### config.mk
export PLATFORM = sky130hd
export DESIGN_NAME = iic_arb
export DESIGN_NICKNAME = d
export VERILOG_FILES = /design/src/rtl/iic_arb.sv
export SDC_FILE = /design/constraint.sdc
export NUM_CORES = 1
export LEC_CHECK = 0
export BUFFER_PORTS_ARGS = -buffer_cell sky130_fd_sc_hd__buf_2
export CAP_MARGIN = 20
export CORE_ASPECT_RATIO = 0.6
export CORE_MARGIN = 2
export CORE_UTILIZATION = 46
export CTS_BUF_LIST = sky130_fd_sc_hd__clkbuf_4
export DETAILED_ROUTE_END_ITERATION = 12
export PLACE_DENSITY = 0.88
export SKIP_LAST_GASP = 1
export SLEW_MARGIN = 20
export SYNTH_ARGS = -nofsm -noshare
export SYNTH_HDL_FRONTEND = slang
export SYNTH_SLANG_ARGS = --single-unit
### constraint.sdc
create_clock -name Clk -period 5.5 [get_ports Clk]
set_input_delay 1.1 -clock Clk [delete_from_list [all_inputs] [get_ports Clk]]
set_output_delay 1.1 -clock Clk [all_outputs]
set_load 0.05 [all_outputs]
### src/rtl/iic_arb.sv
// ============================================================================
// Module   : iic_arb
// Brief    : Round-robin two-requester arbiter and sequencer for one IIC byte
//            driver, with done synchronisation, timeout and EEPROM write wait.
// Revision : 1.0
// ============================================================================
`timescale 1ns/1ps
`default_nettype none

module iic_arb #(
    parameter logic [6:0] SLAVE_ADDR  = 7'h50,
    parameter logic       BIT_SEL     = 1'b1,
    parameter int         TWR_CYC     = 250_000,
    parameter int         TIMEOUT_CYC = 1_000_000
) (
    input  logic        Clk,
    input  logic        Rst,
    input  logic        r0_req,
    input  logic        r0_rh_wl,
    input  logic [15:0] r0_dev_addr,
    input  logic [7:0]  r0_wdata,
    output logic        r0_done,
    output logic        r0_err,
    input  logic        r1_req,
    input  logic        r1_rh_wl,
    input  logic [15:0] r1_dev_addr,
    input  logic [7:0]  r1_wdata,
    output logic        r1_done,
    output logic        r1_err,
    output logic [7:0]  rd_data,
    output logic        busy,
    output logic        drv_en,
    output logic [6:0]  drv_slave_addr,
    output logic        drv_bit_sel,
    output logic        drv_rh_wl,
    output logic [15:0] drv_dev_addr,
    output logic [7:0]  drv_wdata,
    input  logic        drv_done,
    input  logic [7:0]  drv_rdata
);

    localparam int CNT_MAX = (TIMEOUT_CYC > TWR_CYC) ? TIMEOUT_CYC : TWR_CYC;
    localparam int CW      = $clog2(CNT_MAX);
    localparam logic [CW-1:0] C_TO_LAST  = CW'(TIMEOUT_CYC - 1);
    localparam logic [CW-1:0] C_TWR_LAST = CW'(TWR_CYC - 1);

    typedef enum logic [2:0] {
        S_IDLE   = 3'd0,
        S_ISSUE  = 3'd1,
        S_WAIT   = 3'd2,
        S_WRWAIT = 3'd3,
        S_DONE   = 3'd4
    } state_t;

    state_t          r_state;
    state_t          w_next;
    logic            r_sync_q1;
    logic            r_sync_q2;
    logic [CW-1:0]   r_cnt;
    logic            r_last_grant;
    logic            r_gnt_id;
    logic            r_err_flag;
    logic            r_drv_en;
    logic            r_drv_rh_wl;
    logic [15:0]     r_drv_dev_addr;
    logic [7:0]      r_drv_wdata;
    logic [7:0]      r_rd_data;

    logic            w_done_rise;
    logic            w_any_req;
    logic            w_pick;
    logic            w_to_hit;
    logic            w_twr_hit;

    assign w_done_rise = r_sync_q1 & ~r_sync_q2;
    assign w_any_req   = r0_req | r1_req;
    // On a tie the requester that did not win last time is served.
    assign w_pick      = (r0_req & r1_req) ? ~r_last_grant : r1_req;
    assign w_to_hit    = (r_cnt == C_TO_LAST);
    assign w_twr_hit   = (r_cnt == C_TWR_LAST);

    always_comb begin
        w_next = r_state;
        case (r_state)
            S_IDLE:   if (w_any_req) w_next = S_ISSUE;
            S_ISSUE:  w_next = S_WAIT;
            S_WAIT: begin
                if (w_done_rise)   w_next = r_drv_rh_wl ? S_DONE : S_WRWAIT;
                else if (w_to_hit) w_next = S_DONE;
            end
            S_WRWAIT: if (w_twr_hit) w_next = S_DONE;
            S_DONE:   w_next = S_IDLE;
            default:  w_next = S_IDLE;
        endcase
    end

    always_ff @(posedge Clk) begin
        if (Rst) begin
            r_state        <= S_IDLE;
            r_sync_q1      <= 1'b0;
            r_sync_q2      <= 1'b0;
            r_cnt          <= '0;
            r_last_grant   <= 1'b1;
            r_gnt_id       <= 1'b0;
            r_err_flag     <= 1'b0;
            r_drv_en       <= 1'b0;
            r_drv_rh_wl    <= 1'b0;
            r_drv_dev_addr <= '0;
            r_drv_wdata    <= '0;
            r_rd_data      <= '0;
        end else begin
            r_state   <= w_next;
            r_sync_q1 <= drv_done;
            r_sync_q2 <= r_sync_q1;
            r_drv_en  <= (w_next == S_ISSUE) || (w_next == S_WAIT);
            case (r_state)
                S_IDLE: begin
                    if (w_any_req) begin
                        r_gnt_id       <= w_pick;
                        r_drv_rh_wl    <= w_pick ? r1_rh_wl    : r0_rh_wl;
                        r_drv_dev_addr <= w_pick ? r1_dev_addr : r0_dev_addr;
                        r_drv_wdata    <= w_pick ? r1_wdata    : r0_wdata;
                    end
                end
                S_ISSUE: r_cnt <= '0;
                S_WAIT: begin
                    r_cnt <= r_cnt + CW'(1);
                    // A completion seen on the terminal count still counts as success.
                    if (w_done_rise) begin
                        r_cnt <= '0;
                        if (r_drv_rh_wl) r_rd_data <= drv_rdata;
                    end else if (w_to_hit) begin
                        r_err_flag <= 1'b1;
                    end
                end
                S_WRWAIT: r_cnt <= r_cnt + CW'(1);
                S_DONE: begin
                    r_last_grant <= r_gnt_id;
                    r_err_flag   <= 1'b0;
                end
                default: r_cnt <= '0;
            endcase
        end
    end

    assign r0_done        = (r_state == S_DONE) & ~r_gnt_id;
    assign r1_done        = (r_state == S_DONE) &  r_gnt_id;
    assign r0_err         = r0_done & r_err_flag;
    assign r1_err         = r1_done & r_err_flag;
    assign busy           = (r_state != S_IDLE);
    assign rd_data        = r_rd_data;
    assign drv_en         = r_drv_en;
    assign drv_slave_addr = SLAVE_ADDR;
    assign drv_bit_sel    = BIT_SEL;
    assign drv_rh_wl      = r_drv_rh_wl;
    assign drv_dev_addr   = r_drv_dev_addr;
    assign drv_wdata      = r_drv_wdata;

endmodule

`default_nettype wire

---- Word level (Yosys, flattened, before mapping) ----
Cells that the tools add are included.
operators by class
  $add $sub $neg .......................... 1
  equal/unequal tests ..................... 10
  mux-type cells .......................... 15
  bitwise logic cells ..................... 10
  reduce and logical (&&, ||, !) cells .... 8
operators with widths
  cell                                                                      number
  20-bit one-hot mux with 3 select lines                                    1
  20-bit by 1-bit adder with 20-bit output (second input constant)          1
  20-bit by 18-bit equality test with 1-bit output (second input constant)  1
  20-bit equality test (second input constant)                              1
  20-bit two-way mux                                                        1
  16-bit two-way mux                                                        1
  3-bit two-way mux                                                         5
  3-bit one-hot mux with 4 select lines                                     1
  3-bit by 2-bit equality test with 1-bit output (second input constant)    3
  8-bit two-way mux                                                         1
  1-bit bitwise AND                                                         6
  3-bit by 1-bit equality test with 1-bit output (second input constant)    2
  3-bit AND reduction                                                       2
  1-bit two-way mux                                                         4
  2-bit inequality test (second input constant)                             2
  3-bit equality test (second input constant)                               1
  3-bit zero test                                                           1
  1-bit inverter                                                            3
  3-bit nonzero test                                                        1
  1-bit one-hot mux with 2 select lines                                     1
  2-bit AND reduction                                                       1
  2-bit nonzero test                                                        1
  2-bit OR reduction                                                        1
  1-bit logical OR                                                          1
  1-bit bitwise OR                                                          1
storage, ports and cells
  register bits after elaboration ......... 62
  input bits .............................. 63
  word-level logic and storage cells ...... 56

---- Depth between registers and ports, before layout ----
Gate-level depths: netlist (run 1).
  depth in word-level cells ............... 6
  gate-level depth with buffers ........... 7
  depth with buffers taken out ............ 5

---- Least setup slack after synthesis (run 1) ----
No wires, ideal clock.
  kind .................................... flip-flop to output port
  start point ............................. register r_state[1]
  end point ............................... output port r0_err
  arrival time ............................ 1.980 ns
  data required time ...................... 4.400 ns
  setup slack ............................. 2.420 ns
  stages on the path, launching flop included .. 6
  buffers on the path ..................... 1
  path through ............................ dfxtp_1 buf_6 nor2_1 nand2_1 nor2_1 and2_1
on the way
  word-level cells in the longest chain between the ends .. 3
ends and longest elaborated chain
  item                    RTL line  RTL
  start, declared         55        state_t r_state;
  start signal, assigned  112       r_state <= w_next;
  3-bit equality test     146       assign r0_done = (r_state == S_DONE) & ~r_gnt_id;
  1-bit bitwise AND       146
  via r0_done             22        output logic r0_done,
  1-bit bitwise AND       148       assign r0_err = r0_done & r_err_flag;
  end, declared           23        output logic r0_err,
The timed path passes the listed nets, and every way through them passes these cells.

---- Final worst setup path (run 1) ----
  start point ............................. register r_state[1]
  end point ............................... output port r0_err
on the way
  word-level cells in the longest chain between the ends .. 3
ends and longest elaborated chain
  item                 RTL line
  3-bit equality test  146
  1-bit bitwise AND    146
  1-bit bitwise AND    148
Every way passes these cells.

==> metrics.txt, run 1 <==
crit path time final=~3.0 ns; CORE AREA=between 6000 and 7000 um2; fin nets=between 400 and 500; DP Wirelength=~4.8 mm; mean post-synth cell area=between 9 and 10 um2; CP startpoint kind=flop; Leak=approximately 1.5 nW; Tot GR Track Use=19.2%; clock group share of total power=26.1%; CTS tree=done; CTS root buf=clkbuf_4; Post-Place Cell Area=approximately 3400 um2; ratio of cells with drive above 1 in the final layout=between 20% and 30%; measured slew at the worst slew-check pin=~1.1 ns; Wirelength per Cell=approximately 13 um; Rel. slew slack=27.3%; total number of vias=roughly 2600; worst skew pair latency=around 0.40 ns; mux contribution to synthesized area=a little under an eighth; GPL Wtd Cong=roughly 0.85; vias in the first global route=about 2300; Die Span Y=around 65 um; Port Buffer Count=101; Int Pwr=between 600 and 700 uW; adder-cell share of the synthesized area=less than 1%; Max Cap Violations=0; synth unique cells=between 40 and 50; xor-xnor portion of the synthesized cell area=5.47%; dpl ws=between 2 and 3 ns; most frequent cells in the layout=buf_2 (101), nor2_1 (65), dfxtp_1 (62), mux2i_1 (33), a211oi_1 (25); Core Rows=22; Setup Skew=0.0109 ns; Setup CP Type=flop to output pin; Seq cells post-synth=62; sw frac=~36%; Switch Pwr=a little under 400 uW; status=complete, no violations; post-route cell area=3500 um2; non-filler cells, final=500; final max-slew violation count=0; Min-Delay Path Class=flop to flop; largest family of logic cells by synthesized area=simple AND/OR/NAND/NOR gates; CP max FO=8; clock transition at the registers of the reported paths=0.10 ns; RSZ-0062 raised after global routing=no; post_cts resized=0; CP Capture Type=output pin; Fin. Hold Viols=0; Compound-Gate Fraction of Synth Area=between 10% and 20%; Remaining Overflow, GRT=0; initial antenna violation count=0; Synth Instances=320; simple-gate area share of the yosys netlist=21.1%; Vias/cell=between 5 and 6; Max VDD drop=roughly 0.18 mV; dpl cells=roughly 490; CTS sink count=slightly above 60; dominant cells by area after synthesis=dfxtp_1 (43%), mux2i_1 (11%), nor2_1 (8.6%); PnR worst setup slack=between 2 and 2.5 ns; Syn. warnings=0; most common cell after layout, fill and taps aside=buf_2; period utilisation layout=between 50% and 60%; largest net degree at the start of global routing=between 50 and 60; share of the synthesized area in the top cell type=approximately 43%; Starting Density=47.4%; Post-Route WL=6.42 mm; synth-to-layout area growth=21.5%; post-synthesis async set-or-reset flop share=0%; First-pass DRT Iterations=4; Synth Flop Type=dfxtp_1; die area=about 6900 um2; Logic pwr share=a little over a quarter; cts bufs inserted=9; global-route wire length before repair=approximately 10 mm; sequential-to-total area share from yosys stat=43.1%; Max clock buf depth=2; H-tree depth=3; n_diodes=0; dominant cell type by area after synthesis=dfxtp_1; highest clock rate=~0.33 GHz; Die Wd=between 100 and 150 um; Post-synth EDFFs=0; DR iter-0 viols=216; Seq pwr share=a little under half; Routed Antenna Nets=0; # hold bufs at CTS=0; IO Pins=110; worst path arrival time=1.95 ns; Setup TNS=0 ns; synthesized area=between 2000 and 3000 um2; CP required=between 4 and 5 ns; Tot Pwr=1.09 mW; Setup-failing EPs final=0; setup bufs post-CTS=0; Post-route DRC=0; power per standard cell area=a little over 300 nW/um2
-- final timing paths --
kind	startpoint	endpoint	slack, ns	cells past startpoint
setup reg to reg	r_state[1]	drv_dev_addr[7]	3.29	5
setup / recovery	r_state[1]	r0_err	2.45	5
hold reg to reg	r_sync_q1	r_sync_q2	0.49	1
hold / removal	r_sync_q1	r_sync_q2	0.49	1
-- sequential cells by signal, summed over array words and instances (netlist names) --
register	cells
r_sync_q1	1
drv_dev_addr	16
r_cnt	20
r_state	3
drv_wdata	8
drv_en	1
r_sync_q2	1
drv_rh_wl	1
rd_data	8
r_err_flag	1
r_last_grant	1
r_gnt_id	1
-- worst max-delay path: stages (launching register included) --
cell and delay [ns]:
dfxtp_1 0.43, nor2_1 0.43, nand2_1 0.14, nor2_1 0.15
and2_1 0.14, buf_2 0.25
-- power groups by stage --
stage               Clock [mW]  Combinational [mW]  Sequential [mW]
finish                   0.284               0.296            0.508
global route             0.315               0.318            0.514
CTS                      0.296               0.297            0.508
detailed placement           0               0.297            0.518
global placement             0               0.290            0.516
floorplan                    0               0.129            0.617
-- cell usage after synthesis, drive strengths merged, types with 2 or more instances --
cell type / number
nor3: 12
nand4: 3
xnor2: 16
and3: 4
inv: 10
mux2i: 33
nand3b: 2
nand2b: 2
buf: 18
dfxtp: 62
nand3: 4
nor2b: 4
conb: 2
and2: 3
a211oi: 25
a22oi: 2
nor2: 67
clkbuf: 9
nor4: 6
nand2: 8
a21oi: 7
xor2: 2
or3: 2
o21ai: 4
-- per-stage QoR --
stage / util (%) / hold slack [ns]
2_1_floorplan: - / 0.432
3_3_place_gp: 55.5 / 0.469
3_5_place_dp: 55.5 / 0.480
4_1_cts: 57.5 / 0.494
5_1_grt: 57.5 / 0.515
6_report: 57.5 / 0.489
-- layer usage --
metal / part of all wire, % / track usage (%) / vias to the layer above
met5: 0 / 0 / -
met4: 1.8 / 9.38 / 0
met3: 8.7 / 5.95 / 12
met2: 46 / 30.8 / 114
met1: 44 / 23.6 / 1140
li1: - / - / 1291
-- cell families (layout without fill, tap and decap cells) --
group                    Yosys count  after routing
AO/OA/AOI/OAI                     44             44
XOR/XNOR                          18             18
adder cells (fa/ha/maj)            1              1
buffers and inverters             37            127
flip-flops                        62             62
multiplexers                      33             33
other                              2              8
AND/OR/NAND/NOR                  123            123
-- cell type report --
class	instances	area, um2
inverter	10	37.5
multi-input combinational	227	1480
clock buffer	9	67.6
sequential	62	1240
timing repair buffer	102	513
clock inverter	6	53.8
tap	84	105
fill	546	2580
Note: power is estimated with default switching activity, not from simulation.
==> run 2: changes to the inputs <==
--- a/config.mk
+++ b/config.mk
@@ -12,7 +12,7 @@
 export CORE_UTILIZATION = 46
 export CTS_BUF_LIST = sky130_fd_sc_hd__clkbuf_4
 export DETAILED_ROUTE_END_ITERATION = 12
-export PLACE_DENSITY = 0.88
+export PLACE_DENSITY = 0.91
 export SKIP_LAST_GASP = 1
 export SLEW_MARGIN = 20
 export SYNTH_ARGS = -nofsm -noshare
==> constraint.sdc (replaced) <==
create_clock -name Clk -period 2.6 [get_ports Clk]
set_input_delay 0.52 -clock Clk [delete_from_list [all_inputs] [get_ports Clk]]
set_output_delay 0.52 -clock Clk [all_outputs]
set_load 0.05 [all_outputs]
==> run 2 against run 1 <==
First-iteration DRC count shrank 49%; global-route usage shrank 0.42 points; non-clock buffer count grew 4; count of clock-buffer cells in the layout grew 1; worst hold slack lost 0.14 ns; sequential power grew 110%; clock power grew 120%; utilization grew 0.78 points; final cell count grew 0.80%; final area grew 1.4%; clock skew shrank 0.0013 ns; power grew 110%; largest cell class unchanged.
==> metrics.txt, run 2 (synthesis gave the netlist of run 1 again) <==
worst hold stages=2 (+1); Routed Antenna Nets=0 (unchanged); Post-Route WL=6.40 mm (-0.39%); CP required=2.08 ns (-2.32 ns); measured slew at the worst slew-check pin=0.666 ns (-0.421 ns); cells on worst reg2reg path=5 (unchanged); CP startpoint kind=flop; status=complete, no violations; Max VDD drop=0.354 mV (+95%); Rel. slew slack=55.3% (+28 points); CTS tree=done; Switch Pwr=832 uW (+110%); PnR worst setup slack=0.288 ns (-2.16 ns); DR iter-0 viols=111 (-49%); CORE AREA=6080 um2 (unchanged); clock transition at the registers of the reported paths=0.10 ns (about the same); fin nets=480 (+0.84%); worst skew pair latency=0.38 ns (-0.02 ns); Max clock buf depth=2 (unchanged); total number of vias=2555 (-0.078%); Setup Skew=0.00963 ns (-0.00127 ns); dpl ws=0.680 ns (-2.15 ns); Setup TNS=0 ns (unchanged); hold slack=0.348 ns (-0.141 ns); Reg-to-Reg End=drv_en; Worst Hold End=r_sync_q1; Seq pwr share=46.2% (-0.5 points); global-route wire length before repair=10.3 mm (-1.6%); First-pass DRT Iterations=4 (unchanged); Port Buffer Count=101 (unchanged); sw frac=35.7% (-0.36 points); CTS root buf=clkbuf_4; Setup CP Type=flop to output pin; Post-Place Cell Area=3420 um2 (+1.3%); most frequent cells in the layout=buf_2 (101), nor2_1 (65), dfxtp_1 (62), mux2i_1 (33), a211oi_1 (25); Largest register FFs=20 (unchanged); non-filler cells, final=504 (+0.80%); Tot GR Track Use=18.8% (-0.42 points); post_cts resized=0 (unchanged); # hold bufs at CTS=0 (unchanged); crit path time final=around 2.3 ns; Fin. Hold Viols=0 (unchanged); DP Wirelength=4.96 mm (+3.7%); n_diodes=0 (unchanged); power per standard cell area=656 nW/um2 (+110%); cts bufs inserted=9 (unchanged); Wirelength per Cell=12.7 um (-1.2%); Die Wd=106 um (unchanged); Crit path max-delay family=simple AND/OR/NAND/NOR gates; RSZ-0062 raised after global routing=no; flop-to-flop setup slack=0.65 ns (-2.64 ns); Max Cap Violations=0 (unchanged); Post-route DRC=0 (unchanged); hold wc startpoint=drv_done; Die Span Y=65.3 um (unchanged); Remaining Overflow, GRT=0 (unchanged); setup bufs post-CTS=0 (unchanged); CP max stage delay=0.42 ns (about the same); Int Pwr=1.50 mW (+120%); initial antenna violation count=0 (unchanged); largest net degree at the start of global routing=30 (-42%); synth-to-layout area growth=23.1%; CP Capture Type=output pin; CTS sink count=62 (unchanged); Vias/cell=5.07 (-0.87%); ratio of cells with drive above 1 in the final layout=30.5% (+1.1 points); Top reg by flops=r_cnt; CP max-delay cell=dfxtp_1; reg-to-reg critical path startpoint=r_cnt[12]; Starting Density=47.4% (unchanged); die area=6930 um2 (unchanged); GPL Wtd Cong=0.891 (+5.2%); worst path arrival time=1.79 ns (-0.16 ns); CP max FO=8 (unchanged); most common cell after layout, fill and taps aside=buf_2; critical path cell sequence=nor2_1 > and3_1 > and2_1 > buf_2; dpl cells=489 (+0.82%); period utilisation layout=between 80% and 90%; Filler Cells Inserted=546 (unchanged); highest clock rate=between 0.4 and 0.5 GHz; Min-Delay Path Class=input pin to flop; vias in the first global route=2325 (-0.68%); Worst Path Buf+Inv=1 (unchanged); Leak=1.49 nW (+2.0%); Core Rows=22 (unchanged); Logic pwr share=27.3% (about the same); Setup-failing EPs final=0 (unchanged); post-route cell area=3550 um2 (+1.4%); H-tree depth=3 (unchanged); clock group share of total power=26.6% (+0.5 points); final max-slew violation count=0 (unchanged); IO Pins=110 (unchanged)
## run 2: power by group through the flow
stage,Sequential (mW),Clock (mW),Combinational [mW]
floorplan,1.31,0,0.274
global placement,1.09,0,0.625
detailed placement,1.09,0,0.640
CTS,1.07,0.642,0.640
global route,1.08,0.701,0.679
finish,1.07,0.618,0.635
## run 2: area by class of cell
cell class	instances	area (um2)	share of cell area (%)
Inverter	10	37.5	1.06
Tap cell	84	105	2.96
Timing Repair Buffer	106	556	15.7
Clock inverter	5	51.3	1.45
Multi-Input combinational cell	227	1480	41.8
Clock buffer	10	75.1	2.12
Sequential cell	62	1240	35.0
## run 2: worst max path at each step
stage                           from  slack [ns]  endpoint  depth (start not counted)
after floorplan           r_state[1]        0.10    r0_err                          5
after global routing      r_state[1]        0.13    r0_err                          5
final                     r_state[1]        0.29    r1_err                          4
after CTS                 r_state[1]        0.28    r1_err                          4
after detailed placement   r_cnt[19]        0.68    drv_en                          5
after global placement     r_cnt[19]        0.74    drv_en                          5
## run 2: worst reg2reg max path, cell delays in order, from the launching register on
cell	delay (ns)
dfxtp_1	0.43
or4b_1	0.47
nor4_2	0.35
a311oi_1	0.15
a31o_1	0.23
o211a_1	0.22
## run 2: through the flow
| stage | power [mW] | util (%) |
|---|---|---|
| after floorplan | 1.58 | - |
| after global placement | 1.72 | 56.2 |
| after detailed placement | 1.73 | 56.2 |
| after CTS | 2.36 | 58.3 |
| after global routing | 2.46 | 58.3 |
| final | 2.33 | 58.3 |
## run 2: layer usage
metal	GRT usage (%)	vias up	wire length [um]
li1	-	1291	-
met1	22.0	1161	2870
met2	32.4	97	3060
met3	6.25	6	373
met4	6.91	0	89
met5	0	-	0
